## config.mk

```make
export PLATFORM = sky130hd
export DESIGN_NAME = nl_lut_loader
export DESIGN_NICKNAME = d
export VERILOG_FILES = /design/src/rtl/nl_lut_loader_pkg.sv /design/src/rtl/nl_word_unpacker.sv /design/src/rtl/nl_lut_loader.sv
export SDC_FILE = /design/constraint.sdc
export NUM_CORES = 1
export LEC_CHECK = 0
export ABC_AREA = 1
export BUFFER_PORTS_ARGS = -buffer_cell sky130_fd_sc_hd__buf_4
export CAP_MARGIN = 20
export CORE_ASPECT_RATIO = 0.9
export CORE_MARGIN = 4
export CORE_UTILIZATION = 59
export CTS_CLUSTER_SIZE = 8
export DETAILED_ROUTE_END_ITERATION = 10
export GPL_ROUTABILITY_DRIVEN = 0
export MAX_ROUTING_LAYER = met4
export PLACE_DENSITY = 0.85
export SLEW_MARGIN = 20
export SYNTH_ARGS = -nofsm -noshare
export SYNTH_HDL_FRONTEND = slang
export SYNTH_SLANG_ARGS = --single-unit
```

## constraint.sdc

```tcl
create_clock -name clk_i -period 3.49 [get_ports clk_i]
set_input_delay 0.698 -clock clk_i [delete_from_list [all_inputs] [get_ports clk_i]]
set_output_delay 0.698 -clock clk_i [all_outputs]
set_load 0.03 [all_outputs]
```

## src/rtl/nl_lut_loader_pkg.sv

```systemverilog
// Shared types and LUT layout constants for the nonlinear activation block and its loader.
// The activation block indexes its LUT with the same constants, so both sides agree on the entry order.
package nl_lut_loader_pkg;

    localparam int LUT_SIZE    = 58;
    localparam int LUT_ADDR    = 6;
    localparam int DATA_WIDTH  = 8;
    localparam int N_DIM_ARRAY = 4;
    localparam int ADDR_SIZE   = 14;

    localparam int SHIFT_ADDRESS_SIG  = 0;
    localparam int X_MIN_SIG          = 1;
    localparam int X_MAX_SIG          = 2;
    localparam int Y_MIN_SIG          = 3;
    localparam int Y_MAX_SIG          = 4;
    localparam int SHIFT_ADDRESS_TANH = 5;
    localparam int X_MIN_TANH         = 6;
    localparam int X_MAX_TANH         = 7;
    localparam int Y_MIN_TANH         = 8;
    localparam int Y_MAX_TANH         = 9;
    localparam int X_PWS_SIG_BASE     = 10;
    localparam int A_SIG_BASE         = 18;
    localparam int B_SIG_BASE         = 26;
    localparam int X_PWS_TANH_BASE    = 34;
    localparam int A_TANH_BASE        = 42;
    localparam int B_TANH_BASE        = 50;

    typedef enum logic [2:0] {
        ST_IDLE,
        ST_FETCH,
        ST_WAIT,
        ST_UNPACK,
        ST_DONE
    } ld_state_e;

    // Lane-index width; a single-lane word still needs a 1-bit index.
    function automatic int bidx_width(input int lanes);
        return (lanes > 1) ? $clog2(lanes) : 1;
    endfunction

endpackage

```

## src/rtl/nl_word_unpacker.sv

```systemverilog
// Holds one config word and presents the lane picked by byte_idx_i (lane 0 = bits DW-1:0).
// Word loads one cycle after load_i is sampled; lane select is combinational, no backpressure.
module nl_word_unpacker #(
    parameter int DATA_WIDTH  = 8,
    parameter int N_DIM_ARRAY = 4,
    parameter int BIDX_W      = 2
) (
    input  logic                              clk_i,
    input  logic                              rst_n_i,
    input  logic                              load_i,
    input  logic [N_DIM_ARRAY*DATA_WIDTH-1:0] word_i,
    input  logic [BIDX_W-1:0]                 byte_idx_i,
    output logic [DATA_WIDTH-1:0]             lane_o
);

    logic [N_DIM_ARRAY-1:0][DATA_WIDTH-1:0] word_q;

    always_ff @(posedge clk_i or negedge rst_n_i) begin
        if (!rst_n_i) begin
            word_q <= '0;
        end else if (load_i) begin
            word_q <= word_i;
        end
    end

    assign lane_o = word_q[byte_idx_i];

endmodule

```

## src/rtl/nl_lut_loader.sv

```systemverilog
// Fetches packed LUT bytes from config memory and writes them one per cycle into the activation LUT.
// Writes are registered (1-cycle latency); lut_lock_i stalls unpacking, abort_i returns to IDLE at once.
module nl_lut_loader
    import nl_lut_loader_pkg::*;
#(
    parameter int P_LUT_ADDR    = LUT_ADDR,
    parameter int P_DATA_WIDTH  = DATA_WIDTH,
    parameter int P_N_DIM_ARRAY = N_DIM_ARRAY,
    parameter int P_ADDR_SIZE   = ADDR_SIZE
) (
    input  logic                                  clk_i,
    input  logic                                  rst_n_i,
    input  logic                                  start_i,
    input  logic [P_ADDR_SIZE-1:0]                start_addr_i,
    input  logic [P_LUT_ADDR:0]                   num_entries_i,
    input  logic                                  abort_i,
    input  logic                                  lut_lock_i,
    output logic                                  cfg_rd_en_o,
    output logic [P_ADDR_SIZE-1:0]                cfg_rd_addr_o,
    input  logic [P_N_DIM_ARRAY*P_DATA_WIDTH-1:0] cfg_rd_data_i,
    output logic                                  wr_en_ext_lut_o,
    output logic [P_LUT_ADDR-1:0]                 wr_addr_ext_lut_o,
    output logic [P_DATA_WIDTH-1:0]               wr_data_ext_lut_o,
    output logic                                  busy_o,
    output logic                                  done_o,
    output logic                                  error_o
);

    localparam int BIDX_W = bidx_width(P_N_DIM_ARRAY);
    localparam logic [P_LUT_ADDR:0]   LUT_SIZE_W = (P_LUT_ADDR+1)'(LUT_SIZE);
    localparam logic [BIDX_W-1:0]     LAST_LANE  = BIDX_W'(P_N_DIM_ARRAY-1);

    ld_state_e                   state_q, state_d;
    logic [P_ADDR_SIZE-1:0]      addr_q, addr_d;
    logic [P_LUT_ADDR:0]         num_q, num_d;
    logic [P_LUT_ADDR-1:0]       cnt_q, cnt_d;
    logic [BIDX_W-1:0]           bidx_q, bidx_d;
    logic                        wr_en_q, wr_en_d;
    logic [P_LUT_ADDR-1:0]       wr_addr_q, wr_addr_d;
    logic [P_DATA_WIDTH-1:0]     wr_data_q, wr_data_d;
    logic                        done_q, done_d;
    logic                        err_q, err_d;
    logic [P_DATA_WIDTH-1:0]     lane_dat;
    logic                        last_entry;
    logic                        last_lane;

    nl_word_unpacker #(
        .DATA_WIDTH  (P_DATA_WIDTH),
        .N_DIM_ARRAY (P_N_DIM_ARRAY),
        .BIDX_W      (BIDX_W)
    ) u_unpacker (
        .clk_i      (clk_i),
        .rst_n_i    (rst_n_i),
        .load_i     (state_q == ST_WAIT),
        .word_i     (cfg_rd_data_i),
        .byte_idx_i (bidx_q),
        .lane_o     (lane_dat)
    );

    // The counter stops at num-1, so a write address never reaches LUT_SIZE.
    assign last_entry = ({1'b0, cnt_q} == (num_q - (P_LUT_ADDR+1)'(1)));
    assign last_lane  = (bidx_q == LAST_LANE);

    always_comb begin
        state_d   = state_q;
        addr_d    = addr_q;
        num_d     = num_q;
        cnt_d     = cnt_q;
        bidx_d    = bidx_q;
        wr_en_d   = 1'b0;
        wr_addr_d = wr_addr_q;
        wr_data_d = wr_data_q;
        done_d    = 1'b0;
        err_d     = err_q;

        if (abort_i) begin
            state_d = ST_IDLE;
        end else begin
            case (state_q)
                ST_IDLE: begin
                    if (start_i) begin
                        if (num_entries_i > LUT_SIZE_W) begin
                            err_d = 1'b1;
                        end else begin
                            err_d   = 1'b0;
                            addr_d  = start_addr_i;
                            num_d   = num_entries_i;
                            cnt_d   = '0;
                            bidx_d  = '0;
                            state_d = (num_entries_i == '0) ? ST_DONE : ST_FETCH;
                        end
                    end
                end
                ST_FETCH:  state_d = ST_WAIT;
                ST_WAIT:   state_d = ST_UNPACK;
                ST_UNPACK: begin
                    if (!lut_lock_i) begin
                        wr_en_d   = 1'b1;
                        wr_addr_d = cnt_q;
                        wr_data_d = lane_dat;
                        if (last_entry) begin
                            state_d = ST_DONE;
                        end else begin
                            cnt_d  = cnt_q + P_LUT_ADDR'(1);
                            bidx_d = last_lane ? '0 : bidx_q + BIDX_W'(1);
                            if (last_lane) begin
                                addr_d  = addr_q + P_ADDR_SIZE'(1);
                                state_d = ST_FETCH;
                            end
                        end
                    end
                end
                ST_DONE: begin
                    done_d  = 1'b1;
                    state_d = ST_IDLE;
                end
                default: state_d = ST_IDLE;
            endcase
        end
    end

    always_ff @(posedge clk_i or negedge rst_n_i) begin
        if (!rst_n_i) begin
            state_q   <= ST_IDLE;
            addr_q    <= '0;
            num_q     <= '0;
            cnt_q     <= '0;
            bidx_q    <= '0;
            wr_en_q   <= 1'b0;
            wr_addr_q <= '0;
            wr_data_q <= '0;
            done_q    <= 1'b0;
            err_q     <= 1'b0;
        end else begin
            state_q   <= state_d;
            addr_q    <= addr_d;
            num_q     <= num_d;
            cnt_q     <= cnt_d;
            bidx_q    <= bidx_d;
            wr_en_q   <= wr_en_d;
            wr_addr_q <= wr_addr_d;
            wr_data_q <= wr_data_d;
            done_q    <= done_d;
            err_q     <= err_d;
        end
    end

    assign cfg_rd_en_o       = (state_q == ST_FETCH);
    assign cfg_rd_addr_o     = (state_q == ST_FETCH) ? addr_q : '0;
    assign busy_o            = (state_q != ST_IDLE);
    assign done_o            = done_q;
    assign error_o           = err_q;
    assign wr_en_ext_lut_o   = wr_en_q;
    assign wr_addr_ext_lut_o = wr_addr_q;
    assign wr_data_ext_lut_o = wr_data_q;

endmodule
```

* Yosys cells after proc, flatten, opt, wreduce, memory -nomap -nowiden
Index checks and enable logic that the tools add are counted.
Storage, ports and cells: register bits after elaboration 81, logic and storage cells 82, input bits 58
Cells by class: reduce and logical (&&, ||, !) cells 10, multiplexer cells 34, $lt $le $gt $ge 2, add/subtract/negate cells 4, bitwise operators 3, equal/unequal tests 15
Operators with widths (count):
- $mux W14 | 6
- $pmux W14 S2 | 1
- $mux W6 | 4
- $mux W3 | 7
- $bmux W8 S2 | 1
- $add A14 B1 Y14 const B | 1
- $pmux W3 S4 | 1
- $pmux W6 S2 | 1
- $mux W2 | 5
- $ne A2 B2 Y1 const B | 5
- $ne A3 B3 Y1 const B | 3
- $mux W8 | 1
- $reduce_and A4 Y1 | 2
- $eq A6 B7 Y1 | 1
- $gt A7 B6 Y1 const B | 1
- $logic_not A7 Y1 | 1
- $reduce_and A7 Y1 | 1
- $sub A7 B1 Y7 const B | 1
- $add A6 B1 Y6 const B | 1
- $eq A3 B2 Y1 const B | 2
- $mux W1 | 6
- $reduce_and A3 Y1 | 2
- $reduce_and A6 Y1 | 1
- $ne A4 B4 Y1 const B | 1
- 10 further kinds | 12

* Logic depth before layout (Yosys ltp)
Gate-level depths: netlist of run 1.
word-level depth 6, depth in mapped cells 15, depth with buffers taken out 15

* Cells and area by module
Synthesis of run 1 repeated with hierarchy kept, for this count alone.
Unflattened totals: cell total of the unflattened synthesis 614, area total of the unflattened synthesis 4476.8 um^2
Modules (own cells, without submodules):
- nl_lut_loader | cells an instance 417, instances 1, area an instance 2896.5 um^2
- nl_word_unpacker | cells an instance 197, instances 1, area an instance 1580.3 um^2

* Worst setup path before layout of run 1
Ideal clock, no wire load.
path kind reg-to-output, start point register state_q[1], end point output port cfg_rd_addr_o[10], stages on the path, launching flop included 6, slack 0.642 ns, data required time 2.792 ns, arrival time 2.150 ns, path through dfrtp_1 > buf_4 > nor3_1 > inv_1 > clkbuf_1 > nor2_1
On the way: cells in the longest elaborated chain, start to end 2
Ends and longest elaborated chain:
- from (decl) | line nl_lut_loader.sv:33 | ld_state_e state_q, state_d;
- from (signal assigned) | line nl_lut_loader.sv:135 | state_q <= state_d;
- $eq A3 B1 Y1
- via cfg_rd_en_o | line nl_lut_loader.sv:18 | output logic cfg_rd_en_o,
- $mux W14 | line nl_lut_loader.sv:149 | assign cfg_rd_addr_o = (state_q == ST_FETCH) ? addr_q : '0;
- to (decl) | line nl_lut_loader.sv:19 | output logic [P_ADDR_SIZE-1:0] cfg_rd_addr_o,
The timed path passes the listed nets, and every way through them passes these cells.

* Worst setup path in the final report of run 1
start point register state_q[1], end point output port cfg_rd_addr_o[1]
On the way: cells in the longest elaborated chain, start to end 2
Ends and longest elaborated chain (line):
- $eq A3 B1 Y1 | nl_lut_loader.sv:149
- $mux W14 | nl_lut_loader.sv:149
No other way between the ends.

==> results of run 1 <==
[final timing paths]
path | startpoint | to | slack [ps] | cells after the start
max | state_q[1] | cfg_rd_addr_o[1] | 1020 | 4
min | rst_n_i | cnt_q[1] | 360 | 1
max reg2reg | state_q[0] | state_q[0] | 1310 | 8
min reg2reg | u_unpacker.word_q[20] | u_unpacker.word_q[20] | 480 | 2
max in group asynchronous | rst_n_i | addr_q[1] | 2630 | 1
min in group clk_i | u_unpacker.word_q[20] | u_unpacker.word_q[20] | 480 | 2
[cells in the final DEF (no fill, tap or decap), drive strengths merged]
| cell | synthesis | final |
|---|---|---|
| buf | 4 | 92 |
| clkinvlp | 0 | 1 |
| ha | 4 | 4 |
| a21oi | 2 | 2 |
| nor3 | 8 | 8 |
| nor4 | 3 | 3 |
| nand4 | 7 | 7 |
| nand3b | 2 | 2 |
| or2 | 1 | 1 |
| inv | 56 | 60 |
| o22ai | 8 | 8 |
| nor2 | 55 | 55 |
| o21a | 1 | 1 |
| nand2 | 267 | 267 |
| o31ai | 2 | 2 |
| xor2 | 6 | 6 |
| dfrtp | 81 | 81 |
| clkinv | 0 | 2 |
| o211ai | 1 | 1 |
| nand3 | 43 | 43 |
| clkbuf | 18 | 9 |
| o21ai | 37 | 37 |
| xnor2 | 2 | 2 |
[cells in the mapped netlist, types with 2 or more instances]
library cell | n | area, um^2
nand3b_1 | 2 | 15.0
xor2_1 | 6 | 52.6
inv_1 | 51 | 191
dfrtp_1 | 81 | 2030
inv_2 | 5 | 18.8
buf_4 | 2 | 15.0
nand2_4 | 2 | 22.5
nand4_1 | 7 | 43.8
xnor2_1 | 2 | 17.5
clkbuf_1 | 17 | 63.8
nand3_1 | 41 | 205
o21ai_1 | 2 | 10.0
nor4_1 | 3 | 18.8
o31ai_1 | 2 | 15.0
o22ai_1 | 8 | 50.1
ha_1 | 4 | 50.1
nand2_1 | 262 | 983
nand2_2 | 3 | 18.8
o21ai_0 | 34 | 170
nor2_1 | 53 | 199
nor3_1 | 8 | 40.0
[layer usage]
| metal | vias up | wire length [um] | global-route usage (%) |
|---|---|---|---|
| met5 | - | 0 | - |
| met2 | 178 | 5490 | 44.5 |
| met1 | 1980 | 4440 | 32.7 |
| met3 | 29 | 804 | 6.32 |
| met4 | 0 | 231 | 9.68 |
| li1 | 2060 | - | - |
[where the power goes]
| part | total, mW | switching, mW | leakage [nW] | internal [mW] |
|---|---|---|---|---|
| registers | 1.63 | 0.319 | 1.04 | 1.31 |
| clock network | 0.651 | 0.380 | 0.0925 | 0.271 |
| logic | 1.75 | 1.13 | 1.78 | 0.618 |
| total | 4.03 | 1.83 | 2.91 | 2.20 |
[metrics by stage]
stage	hold slack (ps)	setup slack [ps]	std cells	cell area, um^2
after floorplan	402	642	608	4350
after global placement	458	1390	771	5060
after detailed placement	461	1330	771	5060
after CTS	486	1000	787	5240
after global routing	427	886	787	5250
final	359	1020	787	5250
[final cells by class]
class / count / area share (%)
Sequential cell: 81 / 38.6
Clock buffer: 9 / 2.36
Inverter: 56 / 4.01
Multi-Input combinational cell: 449 / 38.4
Tap cell: 93 / 2.22
Timing Repair Buffer: 92 / 13.2
Clock inverter: 7 / 1.12
[registers in the layout, summed over array words and instances (netlist names)]
signal and count:
done_o 1, cnt_q 6, wr_data_ext_lut_o 8, wr_addr_ext_lut_o 6, u_unpacker.word_q 32, state_q 3
num_q 7, wr_en_ext_lut_o 1, addr_q 14, bidx_q 2, error_o 1
[cells by family (layout without fill, tap and decap cells)]
kind of cell	after synthesis	after routing
XOR/XNOR	8	8
adder cells (fa/ha/maj)	4	4
AND/OR/NAND/NOR	386	386
AO/OA/AOI/OAI	51	51
flip-flops	81	81
buffers and inverters	78	164
==> flow_summary.toml, run 1 <==
[floorplanning]
coreArea_mm2 = 0.00711
num_io_pins = 91
rows = 29
dieArea_mm2 = 0.00882
die_w_um = 98.6
die_height_um = 89.5
start_util_pct = 61.2

[setup_path]
cp-end-kind = "output pin"
slowest_stage = "dfrtp_1"
start_kind = "flip-flop"
cp.required_ps = 2790
crit_type = "reg2out"
critPathMaxFanout = 15
cp.arrival_ps = 1770
slowest_delay_ps = 470
worst_path_dominant_cell_family = "simple AND/OR/NAND/NOR gates"
path_buf_inv = 2
cp_cell_sequence = "nor3_1 > inv_1 > nor2_1 > buf_4"

[timing]
rsz0062_at_grt = "false"
hold_viol_final = 0
clock.fmax_ghz = 0.405
skew_ps = 7.11
slew_headroom_pct = 34.5
fin_crit_sh_pct = 70.7
worstMarginPinSlew_ps = 981
fin_tns_setup_ps = 0
report.final.slew_viol_count = 0
period_needed_ps = 2470
setup_viol = 0

[clock_tree]
cts_tree = "yes"
cts.root.buffer_cell = "clkbuf_8"
cts_setup_buffers = 0
clockBufferDepth = 2
clk_pin_slew_ps = 90
ctsResizeCount = 0
cts_buffers = 9
cts_max_level = 3
holdBufCountCts = 0
clock_latency_ps = 360
cts_sinks = 81

[routing]
wl_um = 11000
ant_nets = 0
routedWlPerCell_um = 13.9
via_per_inst = 5.40
drtIter0Drc = 288
drc = 0
vias = 4247
drt_pre_antenna_iters = 5

[status]
status = "completed"

[finish]
synthToLayoutAreaGrowth_pct = 20.5
drive_above_1_share_pct = 18.0
multiInputGateArea_mm2 = 0.00202
layout.nets = 751
antenna_cells = 0
nFillCells = 565
regArea_mm2 = 0.00203
fin_util_pct = 73.8

[synth]
synth_adder_area_share_pct = 1.15
synth_top_family_by_area = "simple AND/OR/NAND/NOR gates"
ys_async_sr_fraction_pct = 100
synthSimpleGateAreaFrac_pct = 36.9
synth_enable_flop_cells = 0
syn_inst = 608
synth_compound_area_share_pct = 6.67
netlist_area_mm2 = 0.00435
syn_area_per_cell_um2 = 7.16
ys_warn_count = 0
synth_xor_xnor_area_share_pct = 1.61
yosys-mux-area-fraction_pct = 0
ys_types = 34
yosysSeqAreaShare_pct = 46.6
synth_nets = 670
ys_dominant_reg_cell = "dfrtp_1"
ys_ff_latch = 81

[hold_path]
min_path_type = "in2async"

[global_routing]
grt_max_degree = 82
grt_pass1_wl_um = 18500
grt_usage_pct = 26.9
gr-total-overflow = 0
antenna_found_initial = 0
grt_pass1_vias = 4176

[power_and_ir_drop]
p_per_area_mw_per_mm2 = 768
ir_drop_v = 0.000443
leakage_nw = 2.91
power_mw = 4.03

[job]
cap_violations = 0

[placed_design]
portBuffers = 90
hpwlAfterDp_um = 7770
Power figures use the tool's default switching activity.
==> run 2, diff against run 1 <==
CORE_UTILIZATION = 55   (was 59)
PLACE_DENSITY = 0.8   (was 0.85)
clock period = 2.53 ns   (was 3.49 ns; I/O delays follow)
==> flow_summary.toml, run 2 (synthesis gave the netlist of run 1 again) <==
[routing]
met2_length_um = 5400
drt_pre_antenna_iters = 6
wl_met1_um = 4580
ant_nets = 0
top_layer = "met4"
drtIter0Drc = 240
drc = 0
wl_met3_um = 678
via_per_inst = 5.34
vias = 4232
wl_um = 10800
routedWlPerCell_um = 13.6

[setup_path]
ff2ff_setup_slack_ps = 370
reg2reg_from = "num_q[0]"
cpMostUsedCell = "nand2_1"
critPathMaxFanout = 16
reg2reg_depth = 13
r2r_end = "addr_q[11]"
start_kind = "flip-flop"
crit_type = "reg2reg"
slowest_delay_ps = 390
cp-end-kind = "flip-flop"
worst_path_dominant_cell_family = "simple AND/OR/NAND/NOR gates"
cp.arrival_ps = 2450
slowest_stage = "dfrtp_1"
cp.required_ps = 2820
cp_cell_sequence = "inv_1 > ha_1 > inv_1 > nand2_1 > nand2_1 > nand2_1 > nor2_1 > nand2_1 > nor2_1 > nand3_2 > nand2_4 > nand2_1 > nand2_1"
path_buf_inv = 2

[clock_tree]
cts_max_level = 3
cts_tree = "yes"
cts_buffers = 9
holdBufCountCts = 0
clockBufferDepth = 2
ctsResizeCount = 0
clock_latency_ps = 350
cts_setup_buffers = 0
clk_pin_slew_ps = 80
cts_sinks = 81
cts.root.buffer_cell = "clkbuf_8"

[finish]
final_cell_mix = "nand2_1, buf_4, dfrtp_1"
final_common_cell = "nand2_1"
largest_register_ffs = 32
fin_util_pct = 69.6
top_register = "u_unpacker.word_q"
instances_no_fill = 793
synthToLayoutAreaGrowth_pct = 21.8
drive_above_1_share_pct = 18.5
layout.nets = 755
antenna_cells = 0

[floorplanning]
start_util_pct = 57.1
die_w_um = 102
coreArea_mm2 = 0.00762
dieArea_mm2 = 0.00941
num_io_pins = 91
die_height_um = 92.4
rows = 30

[status]
status = "completed"

[global_routing]
gr-total-overflow = 0
grt_pass1_wl_um = 18000
grt_usage_pct = 24.6
grt_max_degree = 43
antenna_found_initial = 0
grt_pass1_vias = 3900

[timing]
skew_ps = 8.19
worstMarginPinSlew_ps = 554
fin_tns_setup_ps = 0
period_needed_ps = 2160
rsz0062_at_grt = "false"
slew_headroom_pct = 63.1
setup_viol = 0
hold_viol_final = 0
fin_crit_sh_pct = 85.6
clock.fmax_ghz = 0.462
report.final.slew_viol_count = 0

[hold_path]
min_path_type = "in2async"

[placed_design]
hpwlAfterDp_um = 7960
portBuffers = 90
dp_cells = 778

[power_and_ir_drop]
leakage_nw = 2.94
ir_drop_v = 0.000643
p_per_area_mw_per_mm2 = 1050

[job]
cap_violations = 0
-- run 2: through the flow --
step                      instance area, um^2  worst slack [ps]  hold WS [ps]  power, mW
after floorplan                          4360               200           210       3.90
after global placement                   5110               546           457       4.54
after detailed placement                 5110               429           460       4.63
after CTS                                5300               382           151       5.58
after global routing                     5300              73.0           177       6.02
final                                    5300               365           140       5.56
-- run 2: report_power, final --
part	internal [mW]	leakage (nW)	switching [mW]
sequential	1.81	1.04	0.397
combinational	0.866	1.81	1.55
clock	0.456	0.0921	0.481
-- run 2: routing by layer --
| metal | GRT usage (%) | vias to the layer above |
|---|---|---|
| met1 | 31.7 | 1997 |
| met4 | 6.98 | 0 |
| met3 | 4.59 | 15 |
| li1 | - | 2075 |
| met2 | 39.8 | 145 |
| met5 | - | - |
-- run 2: cell type report --
type | count | area (um^2)
Clock inverter | 6 | 67.6
Fill cell | 672 | 2320
Timing Repair Buffer | 96 | 733
Sequential cell | 81 | 2030
Clock buffer | 9 | 124
Inverter | 56 | 210
Multi-Input combinational cell | 449 | 2020
Tap cell | 96 | 120
-- run 2: worst max-delay path by stage --
stage	endpoint	cells after the start	slack, ps	start
after floorplan	cfg_rd_addr_o[10]	5	200	state_q[1]
after global placement	addr_q[12]	10	550	state_q[1]
after detailed placement	addr_q[11]	12	430	num_q[0]
after CTS	cfg_rd_addr_o[2]	4	380	state_q[1]
after global routing	addr_q[11]	12	70	num_q[0]
final	addr_q[11]	13	370	num_q[0]
==> run 3, diff against run 2 <==
==> constraint.sdc (replaced) <==
create_clock -name clk_i -period 2.53 [get_ports clk_i]
set_input_delay 0 -clock clk_i [delete_from_list [all_inputs] [get_ports clk_i]]
set_output_delay 0 -clock clk_i [all_outputs]
set_load 0.03 [all_outputs]
==> flow_summary.toml, run 3 (synthesis gave the netlist of run 1 again) <==
[status]
status = "completed"

[global_routing]
grt_pass1_vias = 4351
gr-total-overflow = 0
antenna_found_initial = 0
grt_pass1_wl_um = 20000
grt_max_degree = 82
grt_usage_pct = 27.2

[routing]
wl_um = 11700
via_per_inst = 5.28
drc = 0
drt_pre_antenna_iters = 5
drtIter0Drc = 274
ant_nets = 0
routedWlPerCell_um = 14.0
vias = 4443

[finish]
final_common_cell = "nand2_1"
antenna_cells = 0
final_cell_mix = "nand2_1, buf_4, dfrtp_1"
synthToLayoutAreaGrowth_pct = 32.8
top_register = "u_unpacker.word_q"
largest_register_ffs = 32
drive_above_1_share_pct = 17.2
nFillCells = 592
regArea_mm2 = 0.00203
multiInputGateArea_mm2 = 0.00202
final_area_mm2 = 0.00578
fin_util_pct = 75.9
layout.nets = 802
instances_no_fill = 841

[power_and_ir_drop]
power_mw = 5.73
leakage_nw = 3.14
p_per_area_mw_per_mm2 = 990
ir_drop_v = 0.000475

[timing]
hold_ws_ps = 15.1
fin_tns_setup_ps = 0
period_needed_ps = 2170
skew_ps = 5.06
worstMarginPinSlew_ps = 723
worst_slack_ps = 363
clock.fmax_ghz = 0.461
slew_headroom_pct = 51.8
hold_viol_final = 0
fin_crit_sh_pct = 85.7
setup_viol = 0
rsz0062_at_grt = "false"
report.final.slew_viol_count = 0

[placed_design]
hpwlAfterDp_um = 7760
dp_cells = 777
post-place-ws_ps = 401
dpl_cell_area_mm2 = 0.00509
portBuffers = 90

[floorplanning]
coreArea_mm2 = 0.00762
die_height_um = 92.4
die_w_um = 102
dieArea_mm2 = 0.00941
start_util_pct = 57.1
num_io_pins = 91
rows = 30

[setup_path]
cp-end-kind = "flip-flop"
start_kind = "flip-flop"
crit_type = "reg2reg"
cp.required_ps = 2820
reg2reg_from = "num_q[0]"
worstSetupStartpoint = "num_q[0]"
cp.arrival_ps = 2450
critPathMaxFanout = 16

[hold_path]
hold_start = "start_addr_i[9]"
min_path_type = "in2reg"

[clock_tree]
cts_max_level = 3
clk_pin_slew_ps = 80
ctsResizeCount = 0
cts_tree = "yes"
clock_latency_ps = 350
cts_buffers = 9
clockBufferDepth = 2
cts.root.buffer_cell = "clkbuf_8"
cts_sinks = 81

[job]
cap_violations = 0
-- run 3: cell type report --
type,instances,area share [%]
clock buffer,11,2.62
clock inverter,5,1.04
multi-input combinational,449,34.9
inverter,56,3.63
sequential,81,35.0
tap,96,2.08
timing repair buffer,143,20.7
-- run 3: final timing paths --
kind                                          to  slack, ps  depth (start not counted)
max in group asynchronous               cnt_q[5]       1790                          2
setup / recovery                      addr_q[10]        360                         13
min in group asynchronous               num_q[1]        230                          2
hold reg to reg            u_unpacker.word_q[21]        480                          2
setup reg to reg                      addr_q[10]        360                         13
hold / removal                         addr_q[9]         20                          5
-- run 3: layer usage --
metal	track usage [%]	part of all wire, %
met1	34.0	41
met2	45.6	52
met3	5.72	6.1
met4	5.98	1.2
met5	-	0
-- run 3: where the power goes --
group / internal (mW) / switching, mW
Clock: 0.515 / 0.486
Sequential: 1.81 / 0.404
Combinational: 0.913 / 1.60
-- run 3: worst max-delay path: stages (launching register included) --
cell and delay (ps):
dfrtp_1 390, inv_1 80, ha_1 320, inv_1 70, nand2_1 40, nand2_1 60, nand2_1 50, nor2_1 90
nand2_1 50, nor2_1 140, nand3_2 330, nand2_4 300, nand2_1 80, nand2_1 90
-- run 3: what timing repair did --
item | CTS | global route
endpoints found under the hold margin | 130 | 0
hold buffers | 48 | 0
setup buffers | 0 | 0
